$ cat config.mk
export PLATFORM = sky130hd
export DESIGN_NAME = imem_arbiter
export DESIGN_NICKNAME = d
export VERILOG_FILES = /design/src/rtl/imem_arbiter.sv
export SDC_FILE = /design/constraint.sdc
export NUM_CORES = 1
export LEC_CHECK = 0
export BUFFER_PORTS_ARGS = -buffer_cell sky130_fd_sc_hd__buf_2
export CORE_AREA = 2 2 96 98
export CTS_CLUSTER_SIZE = 16
export DETAILED_ROUTE_END_ITERATION = 7
export DIE_AREA = 0 0 98 100
export GPL_TIMING_DRIVEN = 0
export PLACE_DENSITY = 0.61
export SLEW_MARGIN = 20
export SYNTH_ARGS = -nofsm -noshare
export SYNTH_HDL_FRONTEND = slang
export SYNTH_SLANG_ARGS = --single-unit
$ cat constraint.sdc
create_clock -name clk -period 4.69 [get_ports clk]
set_input_delay 0.469 -clock clk [delete_from_list [all_inputs] [get_ports clk]]
set_output_delay 0.469 -clock clk [all_outputs]
set_load 0.02 [all_outputs]
$ cat src/rtl/imem_arbiter.sv
// Purpose: shares one single-port program memory between CPU fetch and a boot/debug loader (BOOT then RUN phase).
// Latency: grants are combinational; read data returns 1 cycle after grant; a new grant is possible every cycle.
// Backpressure: requesters hold until gnt; fetch wins in RUN except after STARVE_MAX denials. Option: IMEM_ARB_RANGE_CHECK_EN.
module imem_arbiter #(
    parameter int DEPTH_W    = 7,
    parameter int STARVE_MAX = 4
) (
    input  logic               clk,
    input  logic               reset_n,
    input  logic               boot_done,
    input  logic               fetch_req,
    input  logic [31:0]        fetch_addr,
    output logic               fetch_gnt,
    output logic               fetch_rvalid,
    output logic [31:0]        fetch_rdata,
    output logic               cpu_stall,
    input  logic               ld_req,
    input  logic               ld_we,
    input  logic [31:0]        ld_addr,
    input  logic [31:0]        ld_wdata,
    output logic               ld_gnt,
    output logic               ld_rvalid,
    output logic [31:0]        ld_rdata,
    output logic               mem_en,
    output logic               mem_we,
    output logic [DEPTH_W-1:0] mem_addr,
    output logic [31:0]        mem_wdata,
    input  logic [31:0]        mem_rdata
);
    localparam logic [31:0] NOP_WORD = 32'hE1A00000;

    typedef enum logic {BOOT, RUN} state_t;

    state_t     state_q, state_d;
    logic [3:0] starve_q, starve_d;
    logic       ld_force;
    logic       fetch_oor, ld_oor;
    logic       fetch_rv_q, ld_rv_q;
    logic       fetch_oor_q, ld_oor_q;

`ifdef IMEM_ARB_RANGE_CHECK_EN
    assign fetch_oor = |fetch_addr[31:DEPTH_W+2];
    assign ld_oor    = |ld_addr[31:DEPTH_W+2];
    logic unused_addr_bits;
    assign unused_addr_bits = ^{fetch_addr[1:0], ld_addr[1:0]};
`else
    // Upper bits alias: the array wraps modulo its word count.
    assign fetch_oor = 1'b0;
    assign ld_oor    = 1'b0;
    logic unused_addr_bits;
    assign unused_addr_bits = ^{fetch_addr[31:DEPTH_W+2], fetch_addr[1:0],
                                ld_addr[31:DEPTH_W+2], ld_addr[1:0]};
`endif

    assign ld_force = fetch_req && ld_req && (starve_q == STARVE_MAX[3:0]);

    always_comb begin
        state_d   = state_q;
        starve_d  = starve_q;
        fetch_gnt = 1'b0;
        ld_gnt    = 1'b0;
        case (state_q)
            BOOT: begin
                ld_gnt = ld_req;
                if (boot_done) state_d = RUN;
            end
            RUN: begin
                if (ld_force) begin
                    ld_gnt = 1'b1;
                end else begin
                    fetch_gnt = fetch_req;
                    ld_gnt    = ld_req && !fetch_req;
                end
                if (!ld_req || ld_gnt)
                    starve_d = 4'd0;
                else if (starve_q != STARVE_MAX[3:0])
                    starve_d = starve_q + 4'd1;
            end
            default: state_d = BOOT;
        endcase
    end

    assign cpu_stall = fetch_req && !fetch_gnt;

    // Out-of-range accesses are still granted, only the array access is suppressed.
    assign mem_en    = (fetch_gnt && !fetch_oor) || (ld_gnt && !ld_oor);
    assign mem_we    = ld_gnt && ld_we && !ld_oor;
    assign mem_addr  = fetch_gnt ? fetch_addr[DEPTH_W+1:2] : ld_addr[DEPTH_W+1:2];
    assign mem_wdata = ld_gnt ? ld_wdata : 32'h0;

    always_ff @(posedge clk or negedge reset_n) begin
        if (!reset_n) begin
            state_q     <= BOOT;
            starve_q    <= 4'd0;
            fetch_rv_q  <= 1'b0;
            ld_rv_q     <= 1'b0;
            fetch_oor_q <= 1'b0;
            ld_oor_q    <= 1'b0;
        end else begin
            state_q     <= state_d;
            starve_q    <= starve_d;
            fetch_rv_q  <= fetch_gnt;
            ld_rv_q     <= ld_gnt && !ld_we;
            fetch_oor_q <= fetch_oor;
            ld_oor_q    <= ld_oor;
        end
    end

    assign fetch_rvalid = fetch_rv_q;
    assign ld_rvalid    = ld_rv_q;
    assign fetch_rdata  = !fetch_rv_q ? 32'h0 : (fetch_oor_q ? NOP_WORD : mem_rdata);
    assign ld_rdata     = (!ld_rv_q || ld_oor_q) ? 32'h0 : mem_rdata;

endmodule
==> results_dict.tcl, run 1 <==
set metrics [dict create \
    overflow 0 \
    clkLatencyLatePin_ns 0.22 \
    cts_buffers 3 \
    setup_viol 0 \
    start_util 0.1300 \
    highest_layer "met4" \
    cts-resized-gates 0 \
    diodes 0 \
    met2WireLength_microns 2336 \
    ir_drop_mv 0.06358 \
    place_ws_ns 2.491 \
    drive_gt1_frac 0.6156 \
    synthDistinctLibCells 26 \
    die_w_microns 98 \
    path_cells "inv_1 > ha_1 > and3b_2 > o21a_1 > clkbuf_2 > and2_1 > buf_2" \
    routed_wl_microns 4561 \
    routedWlPerCell_microns 9.980 \
    clock_path_buffers 2 \
    critical_path.max_fanout 10 \
    core_sq_um 8890 \
    status "finished clean" \
    final-max-slew-violation-count 0 \
    ys_seq_elements 7 \
    grt_pass1_vias 1547 \
    clkSinkCount 7 \
    gp_congestion 0.8106 \
    tightest_slew_ns 0.4423 \
    die_y_microns 100 \
    grt_start_max_net_pins 11 \
    seq_area_sq_um 175.2 \
    fill_cells 989 \
    clockRootBuffer "clkbuf_8" \
    io_buffers 193 \
    htreeDepth 1 \
    dr.pass1.iters 4 \
    crit_start "starve_q[0]$_DFFE_PN0P_" \
    syn_inst 149 \
    yosysWarnings 0 \
    cp-end-kind "primary output" \
    p_per_area_nw_per_um2 141.9 \
    hpwl_microns 4137 \
    start_kind "flop" \
    tritoncts "done" \
    fin_crit_sh 0.5041 \
    placed_area_sq_um 2261 \
    clkTransAtPathRegs_ns 0.04 \
    synth_area_sq_um 1156 \
    dp.cells 453 \
    num_rows 35 \
    hold_viol 0 \
    postRouteAntennaNets 0 \
    cap_violations 0 \
    crit_arrival_ns 1.90 \
    multi_input_area_sq_um 884.6 \
    clock.fmax_mhz 423.0 \
    period_needed_ns 2.364 \
    synth_seq_area_share 0.1515 \
    rsz0062_at_grt "no" \
    postCtsHoldBufs 0 \
    vias 1725 \
    slowest_delay_ns 0.39 \
    most-common-layout-cells "194 x buf_2, 97 x and2_1, 7 x clkbuf_1, 7 x mux2_4, 7 x dfrtp_1" \
    finClkSkew_ns 0.0003875 \
    final_common_cell "buf_2" \
    critPathBufInv 3 \
    nNetsFinal 483 \
    max-slew-margin-rel 0.7051 \
    dieArea_sq_um 9800 \
    required_ns 4.22 \
    drt_first_iter_violations 23 \
    worstHoldPathType "in2async" \
    fin_ws_ns 2.326 \
    drc 0 \
    synth_nets 285 \
    critPathKind "reg2out" \
    critPathTopFamily "buffers and inverters" \
    io_pins 244 \
    synth.top_cells.by_area "and2_1 52%, dfrtp_1 15%, mux2_4 9.1%, bufbuf_16 2.8%, ha_1 2.2%" \
    p_leak_uw 0.001460 \
    cp_slowest_cell "dfrtp_1" \
    finalSetupTns_ns 0 \
    grt_pass1_wl_microns 6699 \
    wl_met1_microns 1645 \
    r2r_start "starve_q[0]$_DFFE_PN0P_" \
    antenna_found_initial 0 \
    vias_per_cell 3.775 \
    avgSynthCellArea_sq_um 7.759 \
    wl_met3_microns 529 \
    utilization 0.2594 \
    postCtsSetupBuffers 0 \
    fin_area_sq_um 2306 \
    synth_top_area_frac 0.5249 \
    yosys.area.top_type "and2_1" \
    syn_to_final_growth_pct 99.46 \
    globalRouteTotalUtil 0.08261 \
    fin_cells 457 \
]
==> power breakdown <==
| group | total, uW | leakage, uW | switching [uW] | internal [uW] |
|---|---|---|---|---|
| registers | 64.6 | 0.0000887 | 2.27 | 62.4 |
| clock network | 82.1 | 0.0000228 | 23.5 | 58.6 |
| logic | 180 | 0.00135 | 100 | 80.2 |
| total | 327 | 0.00146 | 126 | 201 |
==> synthesized netlist by cell type <==
cell,count
nand2b_1,1
o21a_1,1
o2bb2ai_1,1
or2_2,2
and2_1,97
nand3_1,1
a21o_1,1
or3b_1,1
nand2_1,3
mux2i_1,2
mux2_4,7
and2b_2,1
dfrtp_1,7
bufbuf_16,1
o31ai_1,1
ha_1,2
nor2b_1,1
or2b_1,1
buf_2,1
and2_2,1
and3b_2,1
o22ai_1,2
inv_1,4
buf_6,1
clkbuf_1,6
clkbuf_2,2
==> worst reg2reg max path, delay by kind of cell, from the launching register on <==
family	cells	cell delay (ns)
adder cells (fa/ha/maj)	1	0.19
multiplexers	1	0.15
flip-flops	1	0.36
AND/OR/NAND/NOR	2	0.63
buffers and inverters	1	0.08
==> layout make-up <==
class | instances | share of cell area
Buffer | 11 | 0.03527
Clock buffer | 4 | 0.01953
Inverter | 4 | 0.006511
Multi-Input combinational cell | 127 | 0.3836
Sequential cell | 7 | 0.07596
Tap cell | 111 | 0.06023
Timing Repair Buffer | 193 | 0.4189
==> sequential cells by signal, indices dropped and copies added (netlist names) <==
register,count
ld_rvalid,1
state_q,1
starve_q,4
fetch_rvalid,1
==> kinds of logic after synthesis <==
logic type,after synthesis,share of synthesized area
adder cells (fa/ha/maj),2,0.02164
multiplexers,9,0.1082
flip-flops,7,0.1515
AND/OR/NAND/NOR,110,0.5974
buffers and inverters,15,0.08332
AO/OA/AOI/OAI,6,0.03789
==> final timing paths <==
check / end / slack (ns) / depth (start not counted)
max reg2reg: starve_q[0]$_DFFE_PN0P_ / 3.20 / 5
min reg2reg: starve_q[2]$_DFFE_PN0P_ / 0.53 / 1
max in group asynchronous: fetch_rvalid$_DFF_PN0_ / 4.46 / 1
min in group clk: ld_rvalid$_DFF_PN0_ / 0.41 / 2
min: state_q$_DFF_PN0_ / 0.07 / 1
max: mem_wdata[2] / 2.33 / 7
==> per-stage QoR <==
stage	hold slack [ns]	power, uW
after floorplan	0.1734	166.0
after global placement	0.3129	246.8
after detailed placement	0.3163	248.3
after CTS	0.07837	332.6
after global routing	0.08176	350.1
final	0.07436	327.2
==> layer usage <==
metal,global-route usage,up-vias
met5,0,-
met1,0.09187,736
met2,0.1607,130
met4,0.02564,0
met3,0.01253,5
li1,-,854
Power figures use the tool's default switching activity.
==> inputs of run 2 (changes only) <==
--- a/config.mk
+++ b/config.mk
@@ -5,13 +5,14 @@
 export SDC_FILE = /design/constraint.sdc
 export NUM_CORES = 1
 export LEC_CHECK = 0
+export ABC_AREA = 1
 export BUFFER_PORTS_ARGS = -buffer_cell sky130_fd_sc_hd__buf_2
-export CORE_AREA = 2 2 96 98
+export CORE_AREA = 2 2 95 97
 export CTS_CLUSTER_SIZE = 16
 export DETAILED_ROUTE_END_ITERATION = 7
-export DIE_AREA = 0 0 98 100
+export DIE_AREA = 0 0 97 99
 export GPL_TIMING_DRIVEN = 0
-export PLACE_DENSITY = 0.61
+export PLACE_DENSITY = 0.65
 export SLEW_MARGIN = 20
 export SYNTH_ARGS = -nofsm -noshare
 export SYNTH_HDL_FRONTEND = slang
==> constraint.sdc (replaced) <==
create_clock -name clk -period 2.35 [get_ports clk]
set_input_delay 0.235 -clock clk [delete_from_list [all_inputs] [get_ports clk]]
set_output_delay 0.235 -clock clk [all_outputs]
set_load 0.02 [all_outputs]
==> run 2 against run 1 <==
  * Largest cell class unchanged
  * Non-clock buffer count is the same
  * Clock skew grew 0.00095 ns
  * Die area shrank 2.0%
  * Sequential power grew 100%
  * Worst setup slack lost 2.0 ns
  * Synthesized cell count grew 86%
==> results_dict.tcl, run 2 <==
set metrics [dict create \
    status "finished clean" \
    synthMostInstantiatedCell "inv_1" \
    synth_compound_area_frac 0.01039 \
    synth_seq_area_share 0.1212 \
    dieArea_sq_um 9603 \
    synth-simple-area-share 0.5065 \
    globalRouteTotalUtil 0.1137 \
    num_rows 34 \
    vias 2217 \
    power_frac_comb 0.601 \
    slowest_delay_ns 0.42 \
    rsz0062_at_grt "no" \
    core_sq_um 8551 \
    dr.pass1.iters 4 \
    drc 0 \
    wl_met1_microns 2196 \
    placed_area_sq_um 2546 \
    largest_reg_flops 4 \
    setup_viol 0 \
    routed_wl_microns 5864 \
    drive_gt1_frac 0.4968 \
    hold_slack_ns 0.1743 \
    final-max-slew-violation-count 0 \
    fill_cells 946 \
    power_uw 755.4 \
    die_w_microns 97 \
    ys.flop_type "dfrtp_1" \
    grt_pass1_wl_microns 9170 \
    hold_viol 0 \
    finClkSkew_ns 0.001336 \
    fin_area_sq_um 2601 \
    synthTopCellsByCount "106 x inv_1, 87 x nand2_1, 22 x nor2_2, 14 x nand3_1, 10 x nor2_1" \
    nNetsFinal 612 \
    finalSetupTns_ns 0 \
    overflow 0 \
    cp_slowest_cell "dfrtp_1" \
    met2WireLength_microns 2929 \
    yosysWarnings 0 \
    tritoncts "done" \
    diodes 0 \
    gp_congestion 0.8816 \
    critPathBufInv 3 \
    synthAdderAreaFrac 0.01732 \
    io_buffers 193 \
    switching_share 0.4574 \
    wl_met3_microns 612 \
    synth.mux.area_fraction 0 \
    grt_start_max_net_pins 11 \
    synth_edf_count 0 \
    yosys.area.top_type "inv_1" \
    synth_nets 413 \
    antenna_found_initial 0 \
    p_int_uw 409.9 \
    required_ns 2.12 \
    io_pins 244 \
    drt_first_iter_violations 73 \
    most-common-layout-cells "193 x buf_2, 106 x inv_1, 87 x nand2_1, 22 x nor2_2, 14 x nand3_1" \
    clock_path_buffers 2 \
    cts_buffers 3 \
    synth_area_sq_um 1445 \
    critical_path.max_fanout 10 \
    die_y_microns 99 \
    avgSynthCellArea_sq_um 5.217 \
    postRouteAntennaNets 0 \
    cap_violations 0 \
    netSwitchingPower_uw 345.5 \
    synth_xor_xnor_area_share 0.006061 \
    regMostFlops "starve_q" \
    max-slew-margin-rel 0.6737 \
    crit_top_cell "nand2_8" \
    synthDistinctLibCells 22 \
    tightest_slew_ns 0.4895 \
    cts-resized-gates 0 \
    critPathKind "reg2out" \
    clkLatencyLatePin_ns 0.22 \
    hpwl_microns 5211 \
    grt_pass1_vias 2059 \
    critPathTopFamily "simple AND/OR/NAND/NOR gates" \
    p_per_area_nw_per_um2 290.4 \
    synth_top_family_by_area "simple AND/OR/NAND/NOR gates" \
    crit_arrival_ns 1.80 \
    clkPwrFrac 0.226 \
    worstHoldPathType "in2reg" \
    ir_drop_mv 0.1306 \
    start_kind "flop" \
    fin_ws_ns 0.3165 \
    path_cells "inv_1 > ha_1 > nand3_4 > nand2_8 > nand2_8 > buf_8 > nor2_2 > buf_2" \
    ys_seq_elements 7 \
    syn_inst 277 \
    synth_top_area_frac 0.2753 \
    final_common_cell "buf_2" \
    syn_to_final_growth_pct 80.00 \
    fin_crit_sh 0.8653 \
    routedWlPerCell_microns 10.06 \
    clkSinkCount 7 \
    synth.top_cells.by_area "inv_1 28%, nand2_1 23%, dfrtp_1 12%, nor2_2 9.5%, nand3_1 4.8%" \
    clkTransAtPathRegs_ns 0.04 \
    vias_per_cell 3.803 \
    clockRootBuffer "clkbuf_8" \
    seqPwrFrac 0.174 \
    cp-end-kind "primary output" \
    htreeDepth 1 \
    ys_async_sr_fraction 1.000 \
    start_util 0.1690 \
    highest_layer "met4" \
    clock.fmax_mhz 491.8 \
    period_needed_ns 2.033 \
    p_leak_uw 0.002117 \
    place_ws_ns 0.5672 \
]
==> run 2: cell types whose count changed in the layout (fill, tap and decap cells not counted), sizes merged, moves of 7 or more <==
cell | before | now
mux2 | 7 | 0
nand3 | 1 | 16
nor2 | 0 | 38
and2 | 98 | 0
nand2 | 3 | 91
inv | 4 | 107
==> run 2: final cells by class <==
cell class	count	area (sq um)	share of cell area
buffer	10	85.08	0.03271
clock buffer	4	45.04	0.01732
inverter	107	404.1	0.1554
multi-input combinational	153	780.7	0.3001
sequential	7	175.2	0.06734
tap	108	135.1	0.05195
timing repair buffer	194	975.9	0.3752
==> run 2: timing repair <==
action                    4_1_cts  5_1_grt
setup buffers                   0        0
hold endpoints to repair        7        0
hold buffers                    1        0
==> run 2: cells by family after synthesis <==
logic type,Yosys count
AOI/OAI and AO/OA,3
adders and majority gates,2
and+or+nand+nor,147
DFF,7
buffers and inverters,117
xor gates and xnor gates,1
==> run 2: final timing paths <==
check | from | endpoint | slack [ns] | cells after the start
worst max-delay path | starve_q[0]$_DFFE_PN0P_ | mem_wdata[27] | 0.32 | 8
worst min-delay path | ld_we | ld_rvalid$_DFF_PN0_ | 0.17 | 2
worst max register to register | starve_q[0]$_DFFE_PN0P_ | ld_rvalid$_DFF_PN0_ | 1.08 | 6
worst min register to register | starve_q[3]$_DFFE_PN0P_ | starve_q[3]$_DFFE_PN0P_ | 0.55 | 3
max in group asynchronous | reset_n | starve_q[2]$_DFFE_PN0P_ | 1.82 | 2
min in group asynchronous | reset_n | state_q$_DFF_PN0_ | 0.37 | 2
==> run 2: per-layer routing <==
layer / vias up / track usage
li1: 1135 / -
met5: - / 0
met3: 8 / 0.02482
met2: 156 / 0.2169
met4: 0 / 0.03575
met1: 918 / 0.1249
==> run 2: power by group through the flow <==
stage / Clock (uW) / Sequential [uW] / Combinational, uW
final: 171 / 131 / 454
after global routing: 192 / 132 / 496
after CTS: 177 / 131 / 459
after detailed placement: 0 / 133 / 456
after global placement: 0 / 133 / 451
after floorplan: 0 / 132 / 262
==> run 2: stage by stage <==
step / std cells / util
global placement: 578 / 0.2978
global route: 583 / 0.3042
CTS: 583 / 0.3042
floorplan: 277 / -
detailed placement: 578 / 0.2978
finish: 583 / 0.3042
